==> src/rtl/mdu_ctrl_pkg.sv <==
// mdu_ctrl_pkg: shared types, constants and helpers for the multiply/divide
// sequencer.
//   mdu_state_e    : sequencer state encoding
//   MDU_DIV_CYCLES : radix-2 iterations per divide
//   MDU_OP_MUL/DIV : encodings of mul_or_div_i
//   mdu_abs        : magnitude of an operand (signed ops only)
//   mdu_neg_if     : conditional two's-complement negate
//   mdu_mul        : 32x32 -> 64 product, signed or unsigned
package mdu_ctrl_pkg;

  localparam int   MDU_DIV_CYCLES = 32;
  localparam int   MDU_CNT_W      = 5;
  localparam logic MDU_OP_MUL     = 1'b0;
  localparam logic MDU_OP_DIV     = 1'b1;

  typedef enum logic [1:0] {
    MDU_IDLE     = 2'd0,
    MDU_DIV_BUSY = 2'd1,
    MDU_MUL_BUSY = 2'd2,
    MDU_DONE     = 2'd3
  } mdu_state_e;

  function automatic logic [31:0] mdu_abs(input logic [31:0] v, input logic is_sign);
    return (is_sign && v[31]) ? (~v + 32'd1) : v;
  endfunction

  function automatic logic [31:0] mdu_neg_if(input logic [31:0] v, input logic neg);
    return neg ? (~v + 32'd1) : v;
  endfunction

  // Sign-extending both operands to 64 bits makes the truncated 64-bit
  // product correct for the signed case as well.
  function automatic logic [63:0] mdu_mul(input logic [31:0] a, input logic [31:0] b,
                                          input logic is_sign);
    logic [63:0] ax;
    logic [63:0] bx;
    ax = {{32{is_sign & a[31]}}, a};
    bx = {{32{is_sign & b[31]}}, b};
    return ax * bx;
  endfunction

endpackage

==> src/rtl/mdu_ctrl_div_radix2.sv <==
// mdu_ctrl_div_radix2: div_radix2 datapath, unsigned radix-2 restoring divider.
// One quotient bit per step; the owner sequences start/step and watches last.
// Ports:
//   clk, rst         : clock, asynchronous active-high reset
//   clr_i            : synchronous clear of all registers (pipeline flush)
//   start_i          : load dividend/divisor, clear remainder and counter
//   step_i           : perform one shift/trial-subtract iteration
//   dividend_i/divisor_i : unsigned operands
//   last_o           : the current step is the final iteration
//   quot_o / rem_o   : unsigned quotient and remainder registers
module mdu_ctrl_div_radix2
  import mdu_ctrl_pkg::*;
(
  input  logic        clk,
  input  logic        rst,
  input  logic        clr_i,
  input  logic        start_i,
  input  logic        step_i,
  input  logic [31:0] dividend_i,
  input  logic [31:0] divisor_i,
  output logic        last_o,
  output logic [31:0] quot_o,
  output logic [31:0] rem_o
);

  logic [31:0]          rem_q, rem_d;
  logic [31:0]          quot_q, quot_d;
  logic [31:0]          divisor_q;
  logic [MDU_CNT_W-1:0] cnt_q;

  // The shifted remainder needs 33 bits: it can reach 2*divisor-1.
  logic [32:0] partial;
  logic [33:0] diff;

  always_comb begin
    partial = {rem_q, quot_q[31]};
    diff    = {1'b0, partial} - {2'b00, divisor_q};
    if (!diff[33]) begin
      rem_d  = diff[31:0];
      quot_d = {quot_q[30:0], 1'b1};
    end else begin
      rem_d  = partial[31:0];
      quot_d = {quot_q[30:0], 1'b0};
    end
  end

  always_ff @(posedge clk or posedge rst) begin
    if (rst) begin
      rem_q     <= '0;
      quot_q    <= '0;
      divisor_q <= '0;
      cnt_q     <= '0;
    end else if (clr_i) begin
      rem_q     <= '0;
      quot_q    <= '0;
      divisor_q <= '0;
      cnt_q     <= '0;
    end else if (start_i) begin
      rem_q     <= '0;
      quot_q    <= dividend_i;
      divisor_q <= divisor_i;
      cnt_q     <= '0;
    end else if (step_i) begin
      rem_q     <= rem_d;
      quot_q    <= quot_d;
      cnt_q     <= cnt_q + MDU_CNT_W'(1);
    end
  end

  assign last_o = step_i && (cnt_q == MDU_CNT_W'(MDU_DIV_CYCLES - 1));
  assign quot_o = quot_q;
  assign rem_o  = rem_q;

endmodule

==> src/rtl/mdu_ctrl.sv <==
// mdu_ctrl: multiply/divide sequencer for the EX stage.
// Owns the FSM, operand sign handling, stall request and flush abort; the
// iterative divide datapath lives in mdu_ctrl_div_radix2.
// Optional feature: MDU_MUL_MULTICYCLE_EN registers the multiply (IDLE ->
// MUL_BUSY -> DONE). Undefined: combinational multiply answered in IDLE.
// Ports:
//   clk, rst        : clock, asynchronous active-high reset
//   start_i         : valid mult/div in EX
//   mul_or_div_i    : 0 multiply, 1 divide
//   is_sign_i       : signed operation
//   a_i, b_i        : rs / rt operands
//   flush_i         : abort any operation, return to IDLE
//   hold_i          : downstream freeze; keeps DONE presenting its result
//   stall_o         : stall IF/ID/EX
//   ready_o         : hi_o/lo_o valid for HI/LO capture this cycle
//   hi_o, lo_o      : remainder/quotient or upper/lower product word
module mdu_ctrl
  import mdu_ctrl_pkg::*;
#(
  parameter int WIDTH = 32
) (
  input  logic             clk,
  input  logic             rst,
  input  logic             start_i,
  input  logic             mul_or_div_i,
  input  logic             is_sign_i,
  input  logic [WIDTH-1:0] a_i,
  input  logic [WIDTH-1:0] b_i,
  input  logic             flush_i,
  input  logic             hold_i,
  output logic             stall_o,
  output logic             ready_o,
  output logic [WIDTH-1:0] hi_o,
  output logic [WIDTH-1:0] lo_o
);

  mdu_state_e  state_q, state_d;
  logic        q_neg_q;
  logic        r_neg_q;
  logic        div_start;
  logic        div_step;
  logic        div_last;
  logic [31:0] div_quot;
  logic [31:0] div_rem;

  assign div_start = (state_q == MDU_IDLE) && start_i && !flush_i &&
                     (mul_or_div_i == MDU_OP_DIV);
  assign div_step  = (state_q == MDU_DIV_BUSY);

  mdu_ctrl_div_radix2 u_div (
    .clk        (clk),
    .rst        (rst),
    .clr_i      (flush_i),
    .start_i    (div_start),
    .step_i     (div_step),
    .dividend_i (mdu_abs(a_i, is_sign_i)),
    .divisor_i  (mdu_abs(b_i, is_sign_i)),
    .last_o     (div_last),
    .quot_o     (div_quot),
    .rem_o      (div_rem)
  );

  // Result signs are captured at accept time since a_i/b_i move on.
  always_ff @(posedge clk or posedge rst) begin
    if (rst) begin
      q_neg_q <= 1'b0;
      r_neg_q <= 1'b0;
    end else if (flush_i) begin
      q_neg_q <= 1'b0;
      r_neg_q <= 1'b0;
    end else if (div_start) begin
      q_neg_q <= is_sign_i & (a_i[31] ^ b_i[31]);
      r_neg_q <= is_sign_i & a_i[31];
    end
  end

`ifdef MDU_MUL_MULTICYCLE_EN
  logic        mul_start;
  logic [31:0] mul_a_q;
  logic [31:0] mul_b_q;
  logic        mul_sign_q;
  logic [63:0] prod_q;
  logic        res_is_mul_q;

  assign mul_start = (state_q == MDU_IDLE) && start_i && !flush_i &&
                     (mul_or_div_i == MDU_OP_MUL);

  always_ff @(posedge clk or posedge rst) begin
    if (rst) begin
      mul_a_q      <= '0;
      mul_b_q      <= '0;
      mul_sign_q   <= 1'b0;
      prod_q       <= '0;
      res_is_mul_q <= 1'b0;
    end else if (flush_i) begin
      mul_a_q      <= '0;
      mul_b_q      <= '0;
      mul_sign_q   <= 1'b0;
      prod_q       <= '0;
      res_is_mul_q <= 1'b0;
    end else begin
      if (mul_start) begin
        mul_a_q      <= a_i;
        mul_b_q      <= b_i;
        mul_sign_q   <= is_sign_i;
        res_is_mul_q <= 1'b1;
      end else if (div_start) begin
        res_is_mul_q <= 1'b0;
      end
      if (state_q == MDU_MUL_BUSY) begin
        prod_q <= mdu_mul(mul_a_q, mul_b_q, mul_sign_q);
      end
    end
  end
`endif

  always_ff @(posedge clk or posedge rst) begin
    if (rst) begin
      state_q <= MDU_IDLE;
    end else begin
      state_q <= state_d;
    end
  end

  always_comb begin
    state_d = state_q;
    stall_o = 1'b0;
    ready_o = 1'b0;
    hi_o    = '0;
    lo_o    = '0;
    case (state_q)
      MDU_IDLE: begin
        if (start_i && !flush_i) begin
          if (mul_or_div_i == MDU_OP_DIV) begin
            state_d = MDU_DIV_BUSY;
            stall_o = 1'b1;
          end else begin
`ifdef MDU_MUL_MULTICYCLE_EN
            state_d = MDU_MUL_BUSY;
            stall_o = 1'b1;
`else
            ready_o      = 1'b1;
            {hi_o, lo_o} = mdu_mul(a_i, b_i, is_sign_i);
`endif
          end
        end
      end
      MDU_DIV_BUSY: begin
        stall_o = 1'b1;
        if (div_last) begin
          state_d = MDU_DONE;
        end
      end
`ifdef MDU_MUL_MULTICYCLE_EN
      MDU_MUL_BUSY: begin
        stall_o = 1'b1;
        state_d = MDU_DONE;
      end
`endif
      MDU_DONE: begin
        // Sign adjustment is a fixed function of held registers, so the
        // result stays stable for as long as hold_i keeps us here.
        ready_o = 1'b1;
        hi_o    = mdu_neg_if(div_rem, r_neg_q);
        lo_o    = mdu_neg_if(div_quot, q_neg_q);
`ifdef MDU_MUL_MULTICYCLE_EN
        if (res_is_mul_q) begin
          {hi_o, lo_o} = prod_q;
        end
`endif
        if (!hold_i) begin
          state_d = MDU_IDLE;
        end
      end
      default: begin
        state_d = MDU_IDLE;
      end
    endcase
    if (flush_i) begin
      state_d = MDU_IDLE;
      ready_o = 1'b0;
    end
  end

endmodule

==> config.mk <==
export PLATFORM = sky130hd
export DESIGN_NAME = mdu_ctrl
export DESIGN_NICKNAME = d
export VERILOG_FILES = /design/src/rtl/mdu_ctrl_pkg.sv /design/src/rtl/mdu_ctrl_div_radix2.sv /design/src/rtl/mdu_ctrl.sv
export SDC_FILE = /design/constraint.sdc
export NUM_CORES = 2
export LEC_CHECK = 0
export ABC_AREA = 1
export CAP_MARGIN = 20
export CORE_ASPECT_RATIO = 0.75
export CORE_UTILIZATION = 60
export DETAILED_ROUTE_END_ITERATION = 8
export DONT_BUFFER_PORTS = 1
export HOLD_SLACK_MARGIN = 0.03
export PLACE_DENSITY = 0.85
export SETUP_SLACK_MARGIN = 0.15
export SYNTH_ARGS = -nofsm -noshare
export SYNTH_HDL_FRONTEND = slang
export SYNTH_SLANG_ARGS = --single-unit
==> constraint.sdc <==
create_clock -name clk -period 21.6 [get_ports clk]
set_input_delay 3.24 -clock clk [delete_from_list [all_inputs] [get_ports clk]]
set_output_delay 3.24 -clock clk [all_outputs]
set_load 0.01 [all_outputs]
==> impl_metrics.yaml <==
clocking:
  holdBufCountCts: 0
  cts_tree: "done"
  cts_resized: 0
  cts_buffers: 9
  clock_sinks: 105
  cts_htree_levels: 3
  clk_path_buf_depth: 2
  post-cts-setup-buffers: 0
  cts-root-buf: "clkbuf_16"
  insertion_delay_ns: 0.40
  cts.reportedPaths.clkPinSlew_ns: 0.09
routing:
  drt_pass1_iterations: 8
  post_drt_wl_per_cell_um: 21.66
  vias: 44502
  ant_nets: 0
  drc: 0
  wl_mm: 165.8
  viasPerCell: 5.813
  first_iter_violations: 5242
timing:
  tns_ns: 0
  slew_violations: 0
  setup_viol: 0
  fmax_ghz: 0.06633
  min_period_ns: 15.08
  tightest_slew_ns: 1.161
  skew_ns: 0.007635
  fin_crit_sh_pct: 69.80
  rsz0062_at_grt: "false"
  relSlewSlack_pct: 21.78
  finalHoldViolCount: 0
worst_setup_path:
  cp_num_cells: 26
  crit_slowest_cell: "fa_1"
  arrival_ns: 11.84
  cp.required_ns: 18.36
  cp-start-kind: "input port"
  crit_top_cell: "fa_1"
  path_max_fanout: 45
  cp-end-kind: "output port"
  rr_worst_depth: 12
  path_delay_family: "adder cells"
  critical_path_buf_inv_count: 7
  crit_type: "input port to output port"
  max_stage_delay_ns: 0.93
flow_run:
  maxCapViolCount: 0
layout:
  layout.nets: 7984
  drive_gt1_share_pct: 1.683
  area_growth_pct: 0.9682
  nFillCells: 7274
yosys:
  yosysMostFrequentCell: "inv_1"
  yosys_warnings: 0
  synth_flop_cell: "dfrtp_1"
  synth_area_leaders: "fa_1 44%, inv_1 14%, nand2_1 12%"
  ys_seq_area_share_pct: 5.174
  synth_common_cells: "1852 x inv_1, 1652 x nand2_1, 1126 x fa_1"
  yosysUniqueCellTypes: 58
  synth.avg_cell_area_um2: 7.431
  synth_top_area_share_pct: 44.39
  yosysTopAreaCell: "fa_1"
  netlist_area_um2: 50780
  ys_ff_latch: 105
  syn_inst: 6834
  synth_edf_count: 0
  synthesis.nets: 8286
  postSynth.asyncResetShare_pct: 100.0
floorplanning:
  io_pins: 137
  initial_core_util_pct: 61.18
  dieWidth_um: 337.9
  die_area_um2: 85820
  die_h_um: 254.0
  core_um2: 83000
  rows: 91
global_routing:
  grt_max_degree: 66
  grt_pass1_vias: 46022
  antenna_found_initial: 3
  grt.overflow.total: 0
  grt_pass1_wl_mm: 259.7
  grt_usage_pct: 39.98
placed_design:
  hpwlAfterDp_mm: 133.8
  globalplace.congestion: 1.091
  port_buffers: 0
worst_hold_path:
  hold_path_class: "flip-flop to flip-flop"
  whs_path_depth: 2
outcome:
  outcome: "finished, final reports clean"
## per-stage QoR
stage	std cells	hold WS, ns	instance area (um^2)	setup slack (ns)	util [%]
floorplan	6834	0.4491	50780	7.825	-
global placement	7636	0.4645	50940	6.909	61.38
detailed placement	7637	0.4710	50970	6.764	61.41
CTS	7653	0.4933	51270	6.725	61.77
global route	7653	0.5346	51270	6.229	61.77
finish	7655	0.4980	51280	6.523	61.78
## cells by family (layout without fill, tap and decap cells)
family	count (synthesis)	count (layout)	synth area share, %
AOI/OAI and AO/OA	677	677	7.320
xor gates and xnor gates	32	32	0.5519
adders and majority gates	1381	1381	50.67
buffers and inverters	2200	1903	16.50
DFF	105	105	5.174
other	0	2	0
and+or+nand+nor	2439	2439	19.78
## registers in the layout, summed over array words and instances (netlist names)
| signal | flops |
|---|---|
| u_div.quot_o | 32 |
| u_div.rem_o | 32 |
| u_div.divisor_q | 32 |
| q_neg_q | 1 |
| state_q | 2 |
| r_neg_q | 1 |
| u_div.cnt_q | 5 |
## placed cells by master, fill, tap and decap left out, types with 3 or more instances in the layout
cell type | netlist | routed
nor2_1 | 357 | 357
nand3_4 | 3 | 3
xnor2_1 | 12 | 12
o21a_1 | 9 | 9
xor2_1 | 20 | 20
nor2_2 | 9 | 9
dfrtp_1 | 105 | 105
nand3b_1 | 11 | 11
fa_1 | 1126 | 1126
or2_2 | 11 | 11
ha_1 | 255 | 254
o21ai_2 | 3 | 3
o21ai_0 | 241 | 241
nand2_2 | 5 | 5
a21o_1 | 12 | 12
buf_4 | 4 | 14
inv_2 | 18 | 18
nand4_1 | 44 | 44
o22ai_1 | 18 | 18
o21bai_1 | 17 | 17
a21oi_2 | 3 | 3
clkbuf_16 | 0 | 9
nor3_4 | 3 | 4
o21ai_1 | 30 | 30
nor4_1 | 13 | 13
o2111ai_1 | 3 | 3
inv_1 | 1852 | 1851
nand2_1 | 1652 | 1652
nor2_4 | 5 | 5
nor3_1 | 35 | 35
o211ai_1 | 21 | 21
o31ai_1 | 3 | 3
o221ai_1 | 22 | 22
a31oi_1 | 6 | 6
nor3_2 | 6 | 5
nand3_1 | 269 | 269
a21oi_1 | 281 | 281
nand3_2 | 7 | 7
## final timing paths
path	start	end	slack (ns)
setup / recovery	is_sign_i	hi_o[27]	6.52
hold / removal	u_div.quot_o[1]$_DFFE_PP0P_	u_div.quot_o[2]$_DFFE_PP0P_	0.50
setup reg to reg	state_q[0]$_DFFE_PP0P_	u_div.rem_o[8]$_DFFE_PP0P_	17.51
hold reg to reg	u_div.quot_o[1]$_DFFE_PP0P_	u_div.quot_o[2]$_DFFE_PP0P_	0.50
max in group asynchronous	rst	u_div.rem_o[23]$_DFFE_PP0P_	17.44
min in group asynchronous	rst	u_div.quot_o[16]$_DFFE_PP0P_	2.75
## worst reg2reg max path, stage by stage, from the launching register on
cell and delay, ns:
dfrtp_1 0.44, inv_1 0.07, ha_2 0.19, inv_1 0.18
nor3_4 0.06, buf_4 0.34, nor2_1 0.80, inv_2 0.56
nor2_2 0.50, inv_2 0.40, a21oi_1 0.26, o21ai_1 0.08
o21ai_0 0.10
## metal layers
| layer | part of all wire [%] | routed length, um | GRT usage, % |
|---|---|---|---|
| met2 | 43 | 71930 | 60.69 |
| met1 | 39 | 64480 | 54.10 |
| met3 | 13 | 21700 | 11.42 |
| met4 | 4.6 | 7688 | 15.99 |
| met5 | 0.0078 | 13 | 0 |
## area by class of cell
class / instances / area [um^2] / area share, %
multi-input combinational: 4529 / 39780 / 77.59
inverter: 1872 / 7030 / 13.71
clock inverter: 6 / 60.06 / 0.1171
clock buffer: 10 / 239.0 / 0.4661
timing repair buffer: 15 / 132.6 / 0.2587
tap: 1116 / 1396 / 2.723
sequential: 105 / 2628 / 5.124
antenna: 2 / 5.005 / 0.009761
Power is not shown: default switching activity piles up to over one toggle a cycle in this logic, so the estimate is an artifact.
